`config.mk`:
```
export PLATFORM = sky130hd
export DESIGN_NAME = rect_list_packer
export DESIGN_NICKNAME = d
export VERILOG_FILES = /design/src/rtl/rect_list_packer.sv
export SDC_FILE = /design/constraint.sdc
export NUM_CORES = 2
export LEC_CHECK = 0
export ABC_AREA = 1
export BUFFER_PORTS_ARGS = -buffer_cell sky130_fd_sc_hd__buf_2
export CAP_MARGIN = 20
export CORE_ASPECT_RATIO = 1.75
export CORE_UTILIZATION = 40
export CTS_BUF_LIST = sky130_fd_sc_hd__clkbuf_16
export CTS_CLUSTER_SIZE = 28
export DETAILED_ROUTE_END_ITERATION = 12
export HOLD_SLACK_MARGIN = 0.15
export PLACE_DENSITY = 0.65
export SYNTH_ARGS = -nofsm -noshare
export SYNTH_HDL_FRONTEND = slang
export SYNTH_SLANG_ARGS = --single-unit
export TNS_END_PERCENT = 1
```
`constraint.sdc`:
```
create_clock -name sys_clk -period 93.5 [get_ports sys_clk]
set_input_delay 28.05 -clock sys_clk [delete_from_list [all_inputs] [get_ports sys_clk]]
set_output_delay 28.05 -clock sys_clk [all_outputs]
set_load 0.005 [all_outputs]
```
`src/rtl/rect_list_packer.sv`:
```
// Rectangle list producer: collects boxes into a shadow bank and publishes them at a frame boundary.
// Optional macro RECT_STALE_CLR_EN clears the published boxes after STALE_FRAMES frames without a commit.
`ifndef RECT_NUMMAX
`define RECT_NUMMAX 4
`endif

module rect_list_packer #(
   parameter int unsigned RECT_NUM     = `RECT_NUMMAX,
   parameter int unsigned CNT_W        = $clog2(RECT_NUM + 1),
   parameter int unsigned STALE_FRAMES = 4
) (
   input  logic                    sys_clk,
   input  logic                    sys_rst,
   input  logic                    i_vs,
   input  logic                    i_rect_valid,
   output logic                    o_rect_ready,
   input  logic                    i_rect_kind,
   input  logic [31:0]             i_rect_box,
   input  logic [63:0]             i_rect_posi,
   input  logic                    i_rect_last,
   output logic                    o_start,
   output logic [RECT_NUM*32-1:0]  o_head_wire,
   output logic [RECT_NUM*32-1:0]  o_hair_wire,
   output logic [RECT_NUM*64-1:0]  o_posi_wire,
   output logic [CNT_W-1:0]        o_head_cnt,
   output logic [CNT_W-1:0]        o_hair_cnt,
   output logic                    o_ovf
);

   typedef enum logic [1:0] {StFill, StPending, StCommit} state_t;

   state_t                   state;
   logic                     vs_d;
   logic                     vs_rise;
   logic [RECT_NUM*32-1:0]   sh_head;
   logic [RECT_NUM*32-1:0]   sh_hair;
   logic [RECT_NUM*64-1:0]   sh_posi;
   logic [CNT_W-1:0]         head_cnt;
   logic [CNT_W-1:0]         hair_cnt;

`ifdef RECT_STALE_CLR_EN
   localparam int unsigned SW = $clog2(STALE_FRAMES + 1);
   logic [SW-1:0] stale_cnt;
`endif

   assign vs_rise      = i_vs & ~vs_d;
   assign o_rect_ready = (state == StFill);

   always_ff @(posedge sys_clk or posedge sys_rst) begin
      if (sys_rst) begin
         state       <= StFill;
         vs_d        <= 1'b1;
         sh_head     <= '0;
         sh_hair     <= '0;
         sh_posi     <= '0;
         head_cnt    <= '0;
         hair_cnt    <= '0;
         o_start     <= 1'b0;
         o_ovf       <= 1'b0;
         o_head_wire <= '0;
         o_hair_wire <= '0;
         o_posi_wire <= '0;
         o_head_cnt  <= '0;
         o_hair_cnt  <= '0;
`ifdef RECT_STALE_CLR_EN
         stale_cnt   <= '0;
`endif
      end else begin
         vs_d    <= i_vs;
         o_start <= 1'b0;
         o_ovf   <= 1'b0;
         unique case (state)
            StFill: begin
               if (i_rect_valid) begin
                  if (!i_rect_kind) begin
                     if (head_cnt == CNT_W'(RECT_NUM)) begin
                        o_ovf <= 1'b1;
                     end else begin
                        for (int k = 0; k < RECT_NUM; k++) begin
                           if (CNT_W'(k) == head_cnt) begin
                              sh_head[k*32 +: 32] <= i_rect_box;
                              sh_posi[k*64 +: 64] <= i_rect_posi;
                           end
                        end
                        head_cnt <= head_cnt + CNT_W'(1);
                     end
                  end else begin
                     if (hair_cnt == CNT_W'(RECT_NUM)) begin
                        o_ovf <= 1'b1;
                     end else begin
                        for (int k = 0; k < RECT_NUM; k++) begin
                           if (CNT_W'(k) == hair_cnt) sh_hair[k*32 +: 32] <= i_rect_box;
                        end
                        hair_cnt <= hair_cnt + CNT_W'(1);
                     end
                  end
                  if (i_rect_last) state <= StPending;
               end
            end
            // A rise coinciding with the closing transfer is seen here in StFill and ignored.
            StPending: if (vs_rise) state <= StCommit;
            StCommit: begin
               o_head_wire <= sh_head;
               o_hair_wire <= sh_hair;
               o_posi_wire <= sh_posi;
               o_head_cnt  <= head_cnt;
               o_hair_cnt  <= hair_cnt;
               o_start     <= 1'b1;
               sh_head     <= '0;
               sh_hair     <= '0;
               sh_posi     <= '0;
               head_cnt    <= '0;
               hair_cnt    <= '0;
               state       <= StFill;
            end
            default: state <= StFill;
         endcase
`ifdef RECT_STALE_CLR_EN
         // A rise seen in StPending triggers a commit, so it does not age the display.
         if (state == StCommit) begin
            stale_cnt <= '0;
         end else if (vs_rise && state != StPending && stale_cnt < SW'(STALE_FRAMES)) begin
            stale_cnt <= stale_cnt + SW'(1);
            if (stale_cnt == SW'(STALE_FRAMES - 1)) begin
               o_head_wire <= '0;
               o_hair_wire <= '0;
               o_posi_wire <= '0;
               o_head_cnt  <= '0;
               o_hair_cnt  <= '0;
               o_start     <= 1'b1;
            end
         end
`endif
      end
   end

endmodule

```
==> impl_metrics.yaml <==
outcome:
  status: "complete, no violations"
timing:
  fin_setup_tns_ns: 0
  tightest_slew_ns: 1.11
  clock.fmax_mhz: 32.2
  drv_slew: 0
  period_needed_ns: 31.02
  fin_skew_ns: 0.0329
  fin_crit_sh_pct: 33.2
  whs_ns: 0.458
  setup_ws_ns: 62.48
  setup_viol: 0
  maxSlewHeadroom_pct: 26.2
  hold_violations: 0
  rsz0062_at_grt: "no"
clocking:
  cts_root_buf: "clkbuf_16"
  cts_tree: "yes"
  ctsResizeCount: 0
  htree_levels: 3
  clk_pin_slew_worst_paths_ns: 0.07
  clock_latency_ns: 0.72
  cts_hold_buffers: 0
  cts_buffers: 95
  clock_path_buffers: 3
  cts_setup_buffers: 0
  cts_sinks: 1041
grt:
  gr-total-overflow: 0
  grt_first_pass_wirelength_mm: 199
  grt_pass1_vias: 32000
  grt_max_degree: 181
  grtUsageTotal_pct: 25.3
  antenna_found_initial: 9
floorplanning:
  rows: 154
  ioPinCount: 623
  start_util_pct: 40.4
  die_h_um: 424
  die_width_um: 243
  dieArea_um2: 103000
  core_region_area_um2: 101000
final_layout:
  area_growth_pct: 18.0
  utilization_pct: 47.7
  layoutNonFillerInstCount: 6604
  drive_gt1_share_pct: 16.2
  final_nets: 5314
hold_path:
  hold_path.class: "flip-flop to flip-flop"
  min_to: "o_head_wire[94]"
  hold_start: "sh_head[94]"
  worstHoldPathCells: 2
synth:
  ys_seq_area_share_pct: 63.9
  syn-num-nets: 4809
  ys_types: 18
  ys_ff_latch: 1041
  synth_area_um2: 40700
  synth_top_area_share_pct: 63.9
  yosysTopAreaCell: "dfrtp_1"
  syn_area_per_cell_um2: 8.68
  synth_area_leaders: "dfrtp_1, nand2_1, nand3_1"
  netlist_instances: 4697
  synth_warnings: 0
placed_design:
  dp_slack_ns: 61.22
  dp.cells: 6427
  dp_hpwl_mm: 83.3
  place_congestion: 0.819
  numPortBuffers: 622
drt:
  firstDrtPassIters: 8
  vias: 32800
  routed_wl_mm: 131
  wire_per_inst_um: 19.9
  drcViolationCount: 0
  ant_nets: 0
  first_iter_violations: 2736
  vias_per_cell: 4.97
setup_path:
  cp-start-kind: "primary input"
  reg2reg_from: "state[0]"
  critPathKind: "primary input to asynchronous set/reset pin"
  reg2reg_depth: 7
  r2r_slack_ns: 89.10
  end_kind: "asynchronous set/reset pin"
  required_ns: 94.29
  critPathMaxFanout: 103
  worstReg2RegEnd: "o_posi_wire[170]"
  cp_data_arrival_time_ns: 31.81
pwr:
  max-vdd-ir-drop_v: 0.0000176
  leakage_uw: 0.0276
  pwr_density_cell_nw_per_um2: 35.0
flow_run:
  cap_violations: 0
worst max-delay path, stage by stage:
cell    delay, ns
buf_2        0.13
inv_8        0.51
buf_4        0.87
buf_4        0.80
buf_4        0.34
buf_16       0.33
buf_4        0.59
synthesized netlist by cell type, drive strengths merged:
library cell,number
nand2,2604
dfrtp,1040
nand3,525
buf,164
clkbuf,125
inv,108
nor2,104
o21ai,12
ha,10
a21oi,1
dfstp,1
nor4,1
o211ai,1
or2,1
per-layer routing:
layer	GRT usage, %	vias to the layer above	wire (um)
li1	-	15400	-
met1	31.7	15900	52500
met2	41.1	1233	62600
met3	6.57	219	10800
met4	11.4	16	5430
met5	0	-	97
worst max path at each step:
stage	slack, ns	start	endpoint	cells past startpoint
final	62.48	sys_rst	sh_hair[104]	7
after global routing	61.91	sys_rst	sh_hair[104]	7
after CTS	62.00	sys_rst	o_hair_wire[98]	6
after detailed placement	61.22	sys_rst	o_hair_wire[98]	6
after global placement	61.26	sys_rst	o_hair_wire[98]	6
after floorplan	36.15	sys_rst	hair_cnt[0]	1
logic make-up (layout without fill, tap and decap cells):
kind of cell    Yosys count  after routing  share of synthesized area, %
simple gates           3235           3235                          31.4
flops                  1041           1041                          63.9
buf+inv                 397            974                          4.14
compound gates           14             14                         0.178
fa+ha+maj                10             10                         0.307
other cells               0              4                             0
stage by stage:
step           total power, uW  instance area (um^2)
6_report                  1680                 48100
5_1_grt                   1800                 48100
4_1_cts                   1690                 48000
3_5_place_dp              1290                 45000
3_3_place_gp              1280                 44900
2_1_floorplan             1040                 40700
cells in the final DEF, fill, tap and decap left out, types with 2 or more instances in the layout:
cell        synthesis  layout
nand2_4             0       7
clkbuf_16           0      95
clkinv_8            0       2
nor2_1            101      95
inv_1             108     125
buf_4               9      65
nor2_4              0       2
clkinvlp_4          0       2
o21ai_0            11      11
clkinv_2            0      15
inv_6               0       4
dfrtp_1          1040    1040
nand2_1          2604    2597
buf_16              0       2
clkinv_1            0      18
ha_1               10      10
inv_8               0       2
nand3_1           525     524
bufinv_16           0       9
buf_2             131     622
buf_8               0       3
inv_16              0       3
nor2_2              3       7
buf_12              0       4
diode_2             0       4
where the power goes:
part | internal, uW | switching, uW
sequential | 666 | 136
clock | 212 | 181
combinational | 185 | 303
total | 1060 | 620
flip-flops by register name, summed over array words and instances (netlist names):
register	count
head_cnt	3
o_ovf	1
sh_hair	128
vs_d	1
hair_cnt	3
state	2
o_head_wire	128
o_hair_cnt	3
sh_posi	256
o_head_cnt	3
o_posi_wire	256
sh_head	128
o_hair_wire	128
o_start	1
area by class of cell:
cell class                      count  area, um^2
Clock inverter                     74         673
Inverter                          108         413
Sequential cell                  1041       26100
Timing Repair Buffer              697        3790
Fill cell                        9705       52700
Antenna cell                        4        10.0
Clock buffer                       95        2380
Multi-Input combinational cell   3259       13100
Tap cell                         1326        1660
(Power assumes the default switching activity.)
